## src/rtl/cci_test_flow_ctrl_pkg.sv

```systemverilog
// Shared types and width helper for the per-channel request-line flow limiter.
package cci_test_flow_ctrl_pkg;

    typedef logic [2:0] t_req_lines;

    typedef enum logic {
        OPEN      = 1'b0,
        THROTTLED = 1'b1
    } t_flow_state;

    // Counter must hold MAX_ACTIVE_LINES itself, hence the extra bit.
    function automatic int calc_cnt_w(input int max_lines);
        return $clog2(max_lines) + 1;
    endfunction

endpackage

```

## src/rtl/cci_test_flow_ctrl_chan.sv

```systemverilog
// One channel: saturating outstanding-line counter, OPEN/THROTTLED hysteresis FSM,
// optional statistics when CCI_TEST_FLOW_CTRL_STATS_EN is defined.
module cci_test_flow_ctrl_chan
    import cci_test_flow_ctrl_pkg::*;
#(
    parameter int MAX_ACTIVE_LINES = 512,
    parameter int HEADROOM         = 8,
    parameter int HYST             = 16,
    localparam int CNT_W           = calc_cnt_w(MAX_ACTIVE_LINES)
) (
    input  logic             clk,
    input  logic             reset,
    input  logic [CNT_W-1:0] limit,
    input  logic             req_valid,
    input  t_req_lines       req_lines,
    input  logic             rsp_valid,
    input  t_req_lines       rsp_lines,
    input  logic             fiu_alm_full,
    output logic             afu_alm_full,
    output logic [CNT_W-1:0] active_lines,
    output logic             cnt_err
`ifdef CCI_TEST_FLOW_CTRL_STATS_EN
    ,
    output logic [CNT_W-1:0] peak_lines,
    output logic [31:0]      throttle_cycles
`endif
);

    localparam int EXT_W = CNT_W + 2;
    localparam logic signed [EXT_W-1:0] MAX_S  = EXT_W'(MAX_ACTIVE_LINES);
    localparam logic signed [EXT_W-1:0] HEAD_S = EXT_W'(HEADROOM);
    localparam logic signed [EXT_W-1:0] HYST_S = EXT_W'(HYST);

    t_flow_state             state_r;
    t_flow_state             state_next_s;
    logic [CNT_W-1:0]        active_r;
    logic [CNT_W-1:0]        next_cnt_s;
    logic                    cnt_err_r;
    logic                    err_next_s;
    logic                    illegal_s;
    logic signed [EXT_W-1:0] req_s;
    logic signed [EXT_W-1:0] rsp_s;
    logic signed [EXT_W-1:0] sum_s;
    logic signed [EXT_W-1:0] next_ext_s;
    logic signed [EXT_W-1:0] limit_s;

    assign req_s   = req_valid ? signed'(EXT_W'(req_lines)) : '0;
    assign rsp_s   = rsp_valid ? signed'(EXT_W'(rsp_lines)) : '0;
    assign sum_s   = signed'({2'b00, active_r}) + req_s - rsp_s;
    assign limit_s = signed'({2'b00, limit});

    // Zero or more than four lines is a protocol error; the raw value still counts.
    assign illegal_s = (req_valid && (req_lines == 3'd0 || req_lines > 3'd4)) ||
                       (rsp_valid && (rsp_lines == 3'd0 || rsp_lines > 3'd4));

    // Clamp the next count into [0, MAX_ACTIVE_LINES] and accumulate the sticky error.
    always_comb begin
        next_cnt_s = sum_s[CNT_W-1:0];
        err_next_s = cnt_err_r | illegal_s;
        if (sum_s[EXT_W-1]) begin
            next_cnt_s = '0;
            err_next_s = 1'b1;
        end else if (sum_s > MAX_S) begin
            next_cnt_s = MAX_S[CNT_W-1:0];
            err_next_s = 1'b1;
        end else begin
            next_cnt_s = sum_s[CNT_W-1:0];
        end
    end

    assign next_ext_s = signed'({2'b00, next_cnt_s});

    // Throttle decision against the clamped next count and this cycle's limit.
    always_comb begin
        state_next_s = state_r;
        case (state_r)
            OPEN: begin
                if (limit != '0 && (next_ext_s + HEAD_S) >= limit_s) begin
                    state_next_s = THROTTLED;
                end else begin
                    state_next_s = OPEN;
                end
            end
            THROTTLED: begin
                if (limit == '0 || (next_ext_s + HEAD_S + HYST_S) < limit_s) begin
                    state_next_s = OPEN;
                end else begin
                    state_next_s = THROTTLED;
                end
            end
            default: state_next_s = OPEN;
        endcase
    end

    // Counter, FSM state and sticky error registers.
    always_ff @(posedge clk) begin
        if (reset) begin
            active_r  <= '0;
            state_r   <= OPEN;
            cnt_err_r <= 1'b0;
        end else begin
            active_r  <= next_cnt_s;
            state_r   <= state_next_s;
            cnt_err_r <= err_next_s;
        end
    end

    assign afu_alm_full = fiu_alm_full | (state_r == THROTTLED);
    assign active_lines = active_r;
    assign cnt_err      = cnt_err_r;

`ifdef CCI_TEST_FLOW_CTRL_STATS_EN
    logic [CNT_W-1:0] peak_r;
    logic [31:0]      thr_cnt_r;

    // Peak tracks the value being loaded so it never lags active_lines.
    always_ff @(posedge clk) begin
        if (reset) begin
            peak_r    <= '0;
            thr_cnt_r <= 32'd0;
        end else begin
            if (next_cnt_s > peak_r) begin
                peak_r <= next_cnt_s;
            end else begin
                peak_r <= peak_r;
            end
            if (state_r == THROTTLED && thr_cnt_r != 32'hFFFF_FFFF) begin
                thr_cnt_r <= thr_cnt_r + 32'd1;
            end else begin
                thr_cnt_r <= thr_cnt_r;
            end
        end
    end

    assign peak_lines      = peak_r;
    assign throttle_cycles = thr_cnt_r;
`endif

endmodule

```

## src/rtl/cci_test_flow_ctrl.sv

```systemverilog
// Per-channel flow limiter top: one cci_test_flow_ctrl_chan per channel.
// Optional statistics ports are enabled by defining CCI_TEST_FLOW_CTRL_STATS_EN.
module cci_test_flow_ctrl
    import cci_test_flow_ctrl_pkg::*;
#(
    parameter int NUM_CHANNELS     = 2,
    parameter int MAX_ACTIVE_LINES = 512,
    parameter int HEADROOM         = 8,
    parameter int HYST             = 16,
    localparam int CNT_W           = calc_cnt_w(MAX_ACTIVE_LINES)
) (
    input  logic                                clk,
    input  logic                                reset,
    input  logic [NUM_CHANNELS-1:0][CNT_W-1:0]  limit,
    input  logic [NUM_CHANNELS-1:0]             req_valid,
    input  logic [NUM_CHANNELS-1:0][2:0]        req_lines,
    input  logic [NUM_CHANNELS-1:0]             rsp_valid,
    input  logic [NUM_CHANNELS-1:0][2:0]        rsp_lines,
    input  logic [NUM_CHANNELS-1:0]             fiu_alm_full,
    output logic [NUM_CHANNELS-1:0]             afu_alm_full,
    output logic [NUM_CHANNELS-1:0][CNT_W-1:0]  active_lines,
    output logic [NUM_CHANNELS-1:0]             cnt_err
`ifdef CCI_TEST_FLOW_CTRL_STATS_EN
    ,
    output logic [NUM_CHANNELS-1:0][CNT_W-1:0]  peak_lines,
    output logic [NUM_CHANNELS-1:0][31:0]       throttle_cycles
`endif
);

    for (genvar ch = 0; ch < NUM_CHANNELS; ch++) begin : g_chan
        cci_test_flow_ctrl_chan #(
            .MAX_ACTIVE_LINES (MAX_ACTIVE_LINES),
            .HEADROOM         (HEADROOM),
            .HYST             (HYST)
        ) u_chan (
            .clk             (clk),
            .reset           (reset),
            .limit           (limit[ch]),
            .req_valid       (req_valid[ch]),
            .req_lines       (req_lines[ch]),
            .rsp_valid       (rsp_valid[ch]),
            .rsp_lines       (rsp_lines[ch]),
            .fiu_alm_full    (fiu_alm_full[ch]),
            .afu_alm_full    (afu_alm_full[ch]),
            .active_lines    (active_lines[ch]),
            .cnt_err         (cnt_err[ch])
`ifdef CCI_TEST_FLOW_CTRL_STATS_EN
            ,
            .peak_lines      (peak_lines[ch]),
            .throttle_cycles (throttle_cycles[ch])
`endif
        );
    end

endmodule

```

## config.mk

```make
export PLATFORM = sky130hd
export DESIGN_NAME = cci_test_flow_ctrl
export DESIGN_NICKNAME = d
export VERILOG_FILES = /design/src/rtl/cci_test_flow_ctrl_pkg.sv /design/src/rtl/cci_test_flow_ctrl_chan.sv /design/src/rtl/cci_test_flow_ctrl.sv
export SDC_FILE = /design/constraint.sdc
export NUM_CORES = 1
export LEC_CHECK = 0
export CORE_MARGIN = 2
export CORE_UTILIZATION = 49
export DETAILED_ROUTE_END_ITERATION = 7
export PLACE_DENSITY = 0.8
export SYNTH_ARGS = -nofsm -noshare
export SYNTH_HDL_FRONTEND = slang
export SYNTH_SLANG_ARGS = --single-unit
```

## constraint.sdc

```tcl
create_clock -name clk -period 5.95 [get_ports clk]
set_input_delay 1.785 -clock clk [delete_from_list [all_inputs] [get_ports clk]]
set_output_delay 1.785 -clock clk [all_outputs]
set_load 0.05 [all_outputs]
```

Yosys cells after proc, flatten, opt, wreduce, memory -nomap -nowiden
Cells that the tools add are included.
Operators by class
  $add $sub $neg: 8
  order comparisons: 10
  multiplexer cells: 18
  bitwise gates (word level): 6
  reduce and logical (&&, ||, !) cells: 22
Operator list (number)
  $mux 10: 4
  $add 11x12->12: 2
  $add 12x6->12 const B: 2
  $ge 12x11->1: 2
  $gt 12x11->1 const B: 2
  $lt 12x11->1: 2
  $sub 12x12->12: 2
  $add 10x4->11 const B: 2
  $logic_not 10->1: 2
  $reduce_bool 10->1: 2
  $gt 3x3->1 const B: 4
  $logic_not 3->1: 4
  $mux 3: 4
  $logic_or 1x1->1: 8
  $mux 1: 8
  $logic_and 1x1->1: 6
  $or 1x1->1: 4
  $pmux 1 s2: 2
  $not 1->1: 2
Word-level totals
  flip-flop bits (word level): 24
  bits of input ports: 40
  output and inout port bits: 24
  logic and storage cells: 70

Logic depth before layout (Yosys ltp)
Gate-level depths: netlist of the first run.
  depth in word-level cells: 12
  mapped depth: 25
  gate-level depth less buffers: 24

Modules after synthesis
Synthesis of the first run repeated with hierarchy kept, for this count alone.
Unflattened totals
  cells, all modules: 418
  area total of the unflattened synthesis: 3344.5 um^2
By module, submodules not included
  cci_test_flow_ctrl_chan (g_chan[0].u_chan): times used 1, cells each 208, area each 1676.6 um^2, sequential area each 240.2 um^2
  cci_test_flow_ctrl_chan (g_chan[1].u_chan): times used 1, cells each 210, area each 1667.8 um^2, sequential area each 240.2 um^2

Worst setup path before layout of the first run
No wires, ideal clock.
  path type: input-to-reg
  start: input rsp_valid[1]
  end: register g_chan[1].u_chan.state_r
  library setup time: 0.127 ns
  arrival: 6.241 ns
  required time: 5.823 ns
  setup slack: -0.419 ns
  stages: 22
  path buffers: 1
  cells stage by stage: and2_1 > fa_1 > inv_1 > ha_1 > nor2b_1 > o31a_1 > o221ai_1 > a21oi_1 > xnor2_1 > a41o_1 > nand2_1 > clkbuf_1 > nor2_1 > ha_1 > inv_1 > maj3_1 > nor2_1 > mux2i_1 > ha_1 > or4b_2 > a21oi_1 > nor3_1
Between the ends
  cells in the longest elaborated chain, start to end: 11
  elaborated cells between the ends (all ways): 14
  classes of those cells: 3 x add/sub; 3 x order compare; 6 x mux; 2 x reduce/logical
Ends and longest elaborated chain
  from (decl): RTL line cci_test_flow_ctrl.sv:17  | input logic [NUM_CHANNELS-1:0] rsp_valid,
  $mux 3 (*): RTL line cci_test_flow_ctrl_chan.sv:48  | assign rsp_s = rsp_valid ? signed'(EXT_W'(rsp_lines)) : '0;
  $sub 12x12->12 (*): RTL line cci_test_flow_ctrl_chan.sv:49  | assign sum_s = signed'({2'b00, active_r}) + req_s - rsp_s;
  $gt 12x11->1: RTL line cci_test_flow_ctrl_chan.sv:63  | end else if (sum_s > MAX_S) begin
  $mux 10: RTL line cci_test_flow_ctrl_chan.sv:63
  $mux 10 (*): RTL line cci_test_flow_ctrl_chan.sv:60  | if (sum_s[EXT_W-1]) begin
  $add 10x4->11 (*): RTL line cci_test_flow_ctrl_chan.sv:78, cci_test_flow_ctrl_chan.sv:85
  $add 12x6->12: RTL line cci_test_flow_ctrl_chan.sv:85  | if (limit == '0 || (next_ext_s + HEAD_S + HYST_S) < limit_s) begin
  $lt 12x11->1: RTL line cci_test_flow_ctrl_chan.sv:85
  $logic_or 1x1->1: RTL line cci_test_flow_ctrl_chan.sv:85
  $mux 1: RTL line cci_test_flow_ctrl_chan.sv:85
  $pmux 1 s2 (*): RTL line cci_test_flow_ctrl_chan.sv:76  | case (state_r)
  to (signal assigned): RTL line cci_test_flow_ctrl_chan.sv:103  | state_r <= state_next_s;
  to (decl): RTL line cci_test_flow_ctrl_chan.sv:34  | t_flow_state state_r;
Mark *: on every way between the ends. The rest lies on a longest branch, timed or not.
A chain may end at the register's enable or synchronous reset.

Final worst setup path of the first run
  start: input rsp_lines[2] (netlist bit)
  end: register g_chan[0].u_chan.state_r
Between the ends
  cells in the longest elaborated chain, start to end: 11
  elaborated cells between the ends (all ways): 14
  classes of those cells: 3 x add/sub; 3 x order compare; 6 x mux; 2 x reduce/logical
Ends and longest elaborated chain
  from (decl): RTL line cci_test_flow_ctrl.sv:18  | input logic [NUM_CHANNELS-1:0][2:0] rsp_lines,
  $mux 3 (*): RTL line cci_test_flow_ctrl_chan.sv:48
  $sub 12x12->12 (*): RTL line cci_test_flow_ctrl_chan.sv:49
  $gt 12x11->1: RTL line cci_test_flow_ctrl_chan.sv:63
  $mux 10: RTL line cci_test_flow_ctrl_chan.sv:63
  $mux 10 (*): RTL line cci_test_flow_ctrl_chan.sv:60
  $add 10x4->11 (*): RTL line cci_test_flow_ctrl_chan.sv:78, cci_test_flow_ctrl_chan.sv:85
  $add 12x6->12: RTL line cci_test_flow_ctrl_chan.sv:85
  $lt 12x11->1: RTL line cci_test_flow_ctrl_chan.sv:85
  $logic_or 1x1->1: RTL line cci_test_flow_ctrl_chan.sv:85
  $mux 1: RTL line cci_test_flow_ctrl_chan.sv:85
  $pmux 1 s2 (*): RTL line cci_test_flow_ctrl_chan.sv:76
  to (signal assigned): RTL line cci_test_flow_ctrl_chan.sv:103
  to (decl): RTL line cci_test_flow_ctrl_chan.sv:34
Marks and branches as above.

==> results of run 1 <==
==> cell families after synthesis <==
| logic type | synth area share, % |
|---|---|
| and+or+nand+nor | 25.7 |
| DFF | 13.8 |
| muxes | 0.861 |
| AOI/OAI and AO/OA | 18.9 |
| buffers and inverters | 8.93 |
| adders and majority gates | 24.5 |
| xor gates and xnor gates | 7.28 |
==> layer usage <==
layer  global-route usage [%]  share of wire (%)  vias up
li1                         -                  -     1919
met1                     33.4                 43     1886
met2                     48.8                 49      149
met3                     2.80                5.4       38
met4                     5.79                2.8        0
met5                        0                  0        -
==> Yosys cell counts, types with 4 or more instances <==
| cell | instances | area, sq um |
|---|---|---|
| inv_1 | 60 | 225 |
| a21o_1 | 6 | 45.0 |
| nand4_1 | 12 | 75.1 |
| xnor2_1 | 14 | 123 |
| o211ai_1 | 7 | 52.6 |
| o21ai_0 | 15 | 75.1 |
| xor2_1 | 15 | 131 |
| nand2b_1 | 6 | 37.5 |
| nand3_1 | 13 | 65.1 |
| fa_1 | 6 | 120 |
| clkbuf_1 | 7 | 26.3 |
| nor3b_1 | 5 | 37.5 |
| nor2b_1 | 6 | 37.5 |
| o21a_1 | 6 | 45.0 |
| nor4_1 | 5 | 31.3 |
| nor2_1 | 41 | 154 |
| ha_1 | 58 | 726 |
| and2_1 | 13 | 81.3 |
| dfxtp_1 | 24 | 480 |
| a21oi_1 | 33 | 165 |
| or4_1 | 5 | 37.5 |
| or2_2 | 4 | 25.0 |
| nand2_1 | 27 | 101 |
| buf_4 | 4 | 30.0 |
| nor3_1 | 13 | 65.1 |
==> state kept, by name (all words and copies together) (netlist names) <==
| signal | count |
|---|---|
| g_chan.u_chan.state_r | 2 |
| g_chan.u_chan.cnt_err | 2 |
| g_chan.u_chan.active_lines | 20 |
==> worst max-delay path, cell delays in order <==
cell and delay [ns]:
dlygate4sd2_1 0.25, and2_4 0.16, fa_1 0.49, inv_1 0.06
ha_4 0.29, and4_4 0.23, buf_4 0.13, o21ai_1 0.08
a2111o_1 0.49, nor4_4 0.20, o21ai_2 0.15, nand2b_4 0.18
inv_4 0.06, ha_4 0.13, nand2b_4 0.05, or4_4 0.50
nand4_1 0.09, ha_2 0.28, o21ai_2 0.11, nand3b_1 0.08
o311ai_1 0.09, nor3_1 0.08
==> worst min-delay path by stage <==
stage	end	from
final	g_chan[1].u_chan.cnt_err$_SDFF_PP0_	g_chan[1].u_chan.cnt_err$_SDFF_PP0_
after global routing	g_chan[1].u_chan.cnt_err$_SDFF_PP0_	g_chan[1].u_chan.cnt_err$_SDFF_PP0_
after CTS	g_chan[1].u_chan.cnt_err$_SDFF_PP0_	g_chan[1].u_chan.cnt_err$_SDFF_PP0_
after detailed placement	g_chan[1].u_chan.cnt_err$_SDFF_PP0_	g_chan[1].u_chan.cnt_err$_SDFF_PP0_
after global placement	g_chan[1].u_chan.cnt_err$_SDFF_PP0_	g_chan[1].u_chan.cnt_err$_SDFF_PP0_
after floorplan	g_chan[1].u_chan.cnt_err$_SDFF_PP0_	g_chan[1].u_chan.cnt_err$_SDFF_PP0_
==> per-stage QoR <==
| stage | worst slack, ns | instance area (sq um) | hold slack (ns) | cells | util, % |
|---|---|---|---|---|---|
| 6_report | 0.128 | 5200 | 0.559 | 703 | 76.1 |
| 2_1_floorplan | -0.0108 | 3620 | 0.500 | 466 | - |
| 5_1_grt | -0.0468 | 5200 | 0.617 | 703 | 76.1 |
| 3_5_place_dp | -0.631 | 4800 | 0.537 | 680 | 70.2 |
| 3_3_place_gp | -0.499 | 4800 | 0.525 | 680 | 70.2 |
| 4_1_cts | 0.00284 | 5040 | 0.560 | 696 | 73.8 |
==> cell type report <==
type / instances / area share [%]
inverters: 61 / 4.50
clock buffers: 3 / 0.794
repair buffers: 152 / 24.1
multi-input cells: 366 / 58.4
well taps: 96 / 2.31
clock inverters: 1 / 0.578
flip-flops and latches: 24 / 9.24
==> what timing repair did <==
item | 4_1_cts | 5_1_grt
gates resized for setup | 43 | 51
endpoints found under the setup margin | 2 | 2
endpoints found under the hold margin | 0 | 0
pin swaps | 31 | 40
buffers inserted | 12 | 7
==> impl_metrics.toml, run 1 <==
[run_status]
status = "finished, final reports clean"

[clock_network]
path_clk_slew_ns = 0.10
htree_levels = 1
clk_latency_ns = 0.28
clock-sinks = 24
cts_tree = "yes"
cts_buffers = 3
cts_root_buf = "clkbuf_8"
clockBufferDepth = 2
cts_hold_buf = 0

[finish]
fillers = 456
regArea_sq_um = 480
drive_above_1_share_pct = 29.0
area_growth_pct = 49.0
antenna_cells = 0
nNetsFinal = 712
multi_input_area_sq_um = 3040
final_cell_mix = "89 x buf_4, 54 x inv_1, 49 x ha_1"
final_common_cell = "buf_4"

[synth]
avgSynthCellArea_sq_um = 7.49
ys_seq_area_share_pct = 13.8
netlist_area_sq_um = 3490
synthCells = 466
synth_ff_type = "dfxtp_1"
ys_ff_latch = 24
async_reset_ff_share_pct = 0
mappedNetlistNets = 570
ys_warn_count = 0
synth-edff-count = 0
synth_cell_types = 61

[timing]
max_clock_freq_mhz = 172
setup_viol = 0
slew_viol_final = 0
period_share_pct = 97.8
tns_ns = 0
finalHoldViolCount = 0
finalClockSkew_ns = 0.00174
fin_crit_ns = 5.82
rsz0062_at_grt = "true"
max_slew.worst_pin.slew_ns = 0.831
slew_headroom_pct = 44.5

[critical_path]
rr_endpoint = "g_chan[1].u_chan.state_r$_SDFF_PP0_"
critPathLaunchType = "input pin"
crit_type = "in2reg"
ff2ff_path_depth = 20
arrival_ns = 6.00
r2r_setup_slack_ns = 1.44
critPathCapture = "g_chan[0].u_chan.state_r$_SDFF_PP0_"
endpoint_kind = "flop"
crit_fanout = 4
crit_required_ns = 6.12
crit_start = "rsp_lines[2]"
r2r-start = "g_chan[1].u_chan.active_lines[2]$_SDFF_PP0_"

[global_routing]
antenna_found_initial = 0
grt_util_all_layers_pct = 26.6
grt_pass1_vias = 3910
grt_max_degree = 20
overflow = 0
grt_pass1_wl_microns = 17000

[hold_path]
hold_class = "reg2reg"
hold_depth = 2

[die]
rows = 30
initial_core_util_pct = 51.1
die_w_microns = 88.4
die_h_microns = 88.4
io_pins = 64
coreArea_sq_um = 6830
die_area_sq_um = 7810

[route]
vias = 3992
wire_per_inst_microns = 15.8
ant_nets = 0
drtIter0Drc = 241
viasPerCell = 5.68
dr.pass1.iters = 5
drcViolationCount = 0
wirelength_microns = 11100

[place]
hpwlAfterDp_microns = 8020
port_buffers = 63
gp_congestion = 0.883

[run]
max_cap_viol_count = 0
Power of run 1 is left out: the tool's default activity adds up to more than one toggle a clock period on the data nets, which glitch-free logic cannot reach.
==> inputs of run 2 (changes only) <==
--- a/config.mk
+++ b/config.mk
@@ -6,9 +6,9 @@
 export NUM_CORES = 1
 export LEC_CHECK = 0
 export CORE_MARGIN = 2
-export CORE_UTILIZATION = 49
+export CORE_UTILIZATION = 33
 export DETAILED_ROUTE_END_ITERATION = 7
-export PLACE_DENSITY = 0.8
+export PLACE_DENSITY = 0.59
 export SYNTH_ARGS = -nofsm -noshare
 export SYNTH_HDL_FRONTEND = slang
 export SYNTH_SLANG_ARGS = --single-unit
==> run 2 against run 1 <==
Effect of this change:
- non-clock buffer count down 5
- register-to-register slack better by 0.06 ns
- final area grew 1.1%
- critical path depth is 1 lower
- first-iteration DRC count down 46%
- worst setup slack better by 0.010 ns
- global-route usage is 9.8 points lower
- clock skew grew 0.0027 ns
- utilization is 25 points lower
- sequential share of layout area down 0.097 points
- fmax grew 0.18%
- critical endpoint unchanged
==> impl_metrics.toml, run 2 (synthesized netlist as in run 1, its figures left out) <==
[clock_network]
htree_levels = 1
clk_latency_ns = 0.27
cts_buffers = 3
cts_hold_buf = 0
cts_tree = "yes"
path_clk_slew_ns = 0.10
clockBufferDepth = 2
cts_root_buf = "clkbuf_8"
clock-sinks = 24

[timing]
slew_headroom_pct = 64.4
period_share_pct = 97.7
slew_viol_final = 0
fin_crit_ns = 5.81
finalClockSkew_ns = 0.00439
rsz0062_at_grt = "true"
finalHoldViolCount = 0
max_slew.worst_pin.slew_ns = 0.533
timing.hold.ws_ns = 0.587
setup_viol = 0
max_clock_freq_mhz = 172

[critical_path]
crit_start = "req_lines[1]"
arrival_ns = 5.97
r2r_setup_slack_ns = 1.50
crit_type = "in2reg"
crit_required_ns = 6.11
r2r-start = "g_chan[1].u_chan.active_lines[2]$_SDFF_PP0_"
crit_fanout = 3
critPathCapture = "g_chan[0].u_chan.state_r$_SDFF_PP0_"
endpoint_kind = "flop"
rr_endpoint = "g_chan[1].u_chan.state_r$_SDFF_PP0_"
critPathLaunchType = "input pin"
ff2ff_path_depth = 21

[global_routing]
grt_max_degree = 15
use_met3_pct = 1.76
overflow = 0
grt_pass1_vias = 3597
top_usage_layer = "met2"
grt_use_met1_pct = 23.5
grt_pass1_wl_microns = 16000
use_met2_pct = 28.3
grt_util_all_layers_pct = 16.8
antenna_found_initial = 0

[route]
viasPerCell = 5.01
ant_nets = 0
drtIter0Drc = 129
wire_per_inst_microns = 13.3
dr.pass1.iters = 4
drcViolationCount = 0
vias = 3694
wirelength_microns = 9790

[finish]
antenna_cells = 0
nNetsFinal = 707
final_cell_mix = "83 x buf_4, 54 x inv_1, 49 x clkdlybuf4s50_1"
area_growth_pct = 50.6
drive_above_1_share_pct = 28.1
final_common_cell = "buf_4"
final_area_sq_um = 5250
largest_register_ffs = 20

[place]
place_area_sq_um = 4870
hpwlAfterDp_microns = 7700
port_buffers = 63
gp_congestion = 0.848

[run]
max_cap_viol_count = 0

[die]
die_h_microns = 107
rows = 37
die_area_sq_um = 11400
initial_core_util_pct = 33.9
die_w_microns = 107
io_pins = 64
coreArea_sq_um = 10300

[hold_path]
hold_class = "reg2reg"

[run_status]
status = "finished, final reports clean"
-- run 2: timing repair --
action                     4_1_cts  5_1_grt
setup endpoints to repair        2        2
resized for setup               38       59
setup buffers                    7        4
pin swaps                       35       35
-- run 2: worst max-delay path, stage by stage --
cell and delay [ns]:
clkbuf_2 0.09, and2_4 0.15, fa_1 0.47, ha_1 0.30, a21o_1 0.20, and4_4 0.18, or3_4 0.36, a2111o_1 0.46
nor4_4 0.17, o21ai_2 0.13, nand2b_4 0.17, inv_4 0.06, ha_4 0.13, nand2b_4 0.05, or4_1 0.47, nand4_1 0.15
ha_4 0.21, o21ai_2 0.10, nand3b_1 0.13, o311ai_2 0.14, nor3_2 0.07
-- run 2: how the worst min path moves through the flow --
stage / start / to / slack (ns) / depth (start not counted)
finish: g_chan[0].u_chan.cnt_err$_SDFF_PP0_ / g_chan[0].u_chan.cnt_err$_SDFF_PP0_ / 0.59 / 3
global route: g_chan[1].u_chan.cnt_err$_SDFF_PP0_ / g_chan[1].u_chan.cnt_err$_SDFF_PP0_ / 0.64 / 2
CTS: g_chan[0].u_chan.cnt_err$_SDFF_PP0_ / g_chan[0].u_chan.cnt_err$_SDFF_PP0_ / 0.59 / 3
detailed placement: g_chan[0].u_chan.cnt_err$_SDFF_PP0_ / g_chan[0].u_chan.cnt_err$_SDFF_PP0_ / 0.55 / 3
global placement: g_chan[1].u_chan.cnt_err$_SDFF_PP0_ / g_chan[1].u_chan.cnt_err$_SDFF_PP0_ / 0.54 / 2
floorplan: g_chan[1].u_chan.cnt_err$_SDFF_PP0_ / g_chan[1].u_chan.cnt_err$_SDFF_PP0_ / 0.50 / 2
-- run 2: layer usage --
| layer | up-vias | routed length, microns | share of wire [%] |
|---|---|---|---|
| met5 | - | 0 | 0 |
| met4 | 0 | 184 | 1.9 |
| met3 | 14 | 332 | 3.4 |
| met2 | 63 | 4620 | 47 |
| met1 | 1707 | 4660 | 48 |
| li1 | 1910 | - | - |
-- run 2: stage by stage --
step / cells / setup WS [ns] / util [%] / TNS [ns]
CTS: 734 / -0.0141 / 49.4 / -0.0141
floorplan: 466 / -0.0108 / - / -0.0108
finish: 738 / 0.138 / 51.1 / 0
global route: 738 / -0.0454 / 51.1 / -0.0597
global placement: 723 / -0.525 / 47.4 / -0.995
detailed placement: 723 / -0.609 / 47.4 / -1.14
-- run 2: cell type report --
class,instances,area (sq um)
multi-input combinational,366,3060
tap,136,170
clock buffer,3,41.3
timing repair buffer,147,1240
sequential,24,480
clock inverter,1,30.0
fill,1014,5020
inverter,61,234
Power of run 2 is left out for the same reason.
==> inputs of run 3 (changes only) <==
--- a/config.mk
+++ b/config.mk
@@ -8,7 +8,7 @@
 export CORE_MARGIN = 2
 export CORE_UTILIZATION = 33
 export DETAILED_ROUTE_END_ITERATION = 7
-export PLACE_DENSITY = 0.59
+export PLACE_DENSITY = 0.57
 export SYNTH_ARGS = -nofsm -noshare
 export SYNTH_HDL_FRONTEND = slang
 export SYNTH_SLANG_ARGS = --single-unit
==> constraint.sdc (replaced) <==
create_clock -name clk -period 6.7 [get_ports clk]
set_input_delay 2.01 -clock clk [delete_from_list [all_inputs] [get_ports clk]]
set_output_delay 2.01 -clock clk [all_outputs]
set_load 0.05 [all_outputs]
==> run 3 against run 2 <==
Effect of this change:
- global-route usage is 0.31 points lower
- cell count is 3.4% lower
- critical path depth stayed put
- critical path type unchanged
==> impl_metrics.toml, run 3 (synthesized netlist as in run 1, its figures left out) <==
[finish]
final_cell_mix = "61 x clkdlybuf4s50_1, 60 x inv_1, 59 x buf_4"
area_growth_pct = 38.8
drive_above_1_share_pct = 16.5
antenna_cells = 0
largest_register_ffs = 20
stdcell_count = 713
fillers = 1065
nNetsFinal = 682
final_common_cell = "clkdlybuf4s50_1"

[route]
drtIter0Drc = 167
vias = 3575
dr.pass1.iters = 4
viasPerCell = 5.01
wirelength_microns = 9400
ant_nets = 0
wire_per_inst_microns = 13.2
drcViolationCount = 0

[clock_network]
cts_buffers = 3
clock-sinks = 24
clk_latency_ns = 0.29
path_clk_slew_ns = 0.10
htree_levels = 1
cts_tree = "yes"
cts_root_buf = "clkbuf_8"
clockBufferDepth = 2

[timing]
setup_viol = 0
period_share_pct = 96.9
slew_headroom_pct = 62.9
slew_viol_final = 0
max_clock_freq_mhz = 154
finalHoldViolCount = 0
setup_slack_ns = 0.205
max_slew.worst_pin.slew_ns = 0.556
timing.hold.ws_ns = 0.572
fin_crit_ns = 6.49
finalClockSkew_ns = 0.00188

[global_routing]
grt_use_met1_pct = 22.9
use_met3_pct = 2.19
grt_pass1_wl_microns = 15400
use_met2_pct = 27.0
grt_util_all_layers_pct = 16.5
antenna_found_initial = 0
grt_max_degree = 20
top_usage_layer = "met2"
grt_pass1_vias = 3416
overflow = 0

[critical_path]
critPathLaunchType = "input pin"
crit_required_ns = 6.88
endpoint_kind = "flop"
crit_type = "in2reg"
crit_fanout = 4
arrival_ns = 6.67

[run_status]
status = "finished, final reports clean"

[hold_path]
hold_class = "reg2reg"

[place]
port_buffers = 63
place_inst = 706
hpwlAfterDp_microns = 7710
place_ws_ns = -0.310
gp_congestion = 0.830

[run]
max_cap_viol_count = 0

[die]
io_pins = 64
rows = 37
die_w_microns = 107
die_h_microns = 107
die_area_sq_um = 11400
coreArea_sq_um = 10300
initial_core_util_pct = 33.9
run 3: metal layers:
metal / share of wire [%] / vias up
met3: 4.0 / 7
met5: 0 / -
li1: - / 1856
met1: 50 / 1655
met4: 1.0 / 0
met2: 45 / 57
run 3: path summary, 6_finish.rpt:
check / cells after the start / from / endpoint / slack [ns]
setup / recovery: 21 / rsp_valid[0] / g_chan[0].u_chan.state_r$_SDFF_PP0_ / 0.21
hold / removal: 2 / g_chan[1].u_chan.cnt_err$_SDFF_PP0_ / g_chan[1].u_chan.cnt_err$_SDFF_PP0_ / 0.57
setup reg to reg: 23 / g_chan[1].u_chan.active_lines[2]$_SDFF_PP0_ / g_chan[1].u_chan.state_r$_SDFF_PP0_ / 2.08
hold reg to reg: 2 / g_chan[1].u_chan.cnt_err$_SDFF_PP0_ / g_chan[1].u_chan.cnt_err$_SDFF_PP0_ / 0.57
run 3: cell type report:
cell class                      instances  area (sq um)  area share (%)
Sequential cell                        24           480            9.92
Inverter                               61           229            4.73
Tap cell                              136           170            3.51
Timing Repair Buffer                  122          1080            22.3
Clock buffer                            3          41.3           0.852
Clock inverter                          1          30.0           0.620
Multi-Input combinational cell        366          2810            58.1
run 3: repair_timing:
| item | in CTS | in global routing |
|---|---|---|
| setup endpoints to repair | 1 | 2 |
| hold buffers | 0 | 0 |
| pin swaps | 0 | 18 |
| setup buffers | 0 | 3 |
| hold endpoints to repair | 0 | 0 |
| resized for setup | 1 | 28 |
run 3: critical path: stages:
cell             delay (ns)
clkdlybuf4s50_1        0.52
nand2_1                0.08
fa_1                   0.46
ha_1                   0.29
a21o_1                 0.21
and4_1                 0.23
or3_4                  0.33
a2111o_1               0.39
nor4_2                 0.30
o21ai_2                0.14
nand2b_4               0.17
inv_2                  0.06
ha_2                   0.16
nand2b_1               0.06
or4_1                  0.46
nand4_1                0.10
ha_1                   0.22
o21ai_0                0.16
nand3b_1               0.10
o311ai_0               0.14
nor3_1                 0.08
run 3: through the flow:
| stage | setup TNS, ns | util, % | area (sq um) |
|---|---|---|---|
| detailed placement | -0.514 | 45.0 | 4630 |
| finish | 0 | 47.1 | 4840 |
| floorplan | 0 | - | 3490 |
| CTS | 0 | 45.8 | 4700 |
| global route | -0.153 | 47.1 | 4840 |
| global placement | -0.349 | 45.0 | 4630 |
Power of run 3 is left out for the same reason.
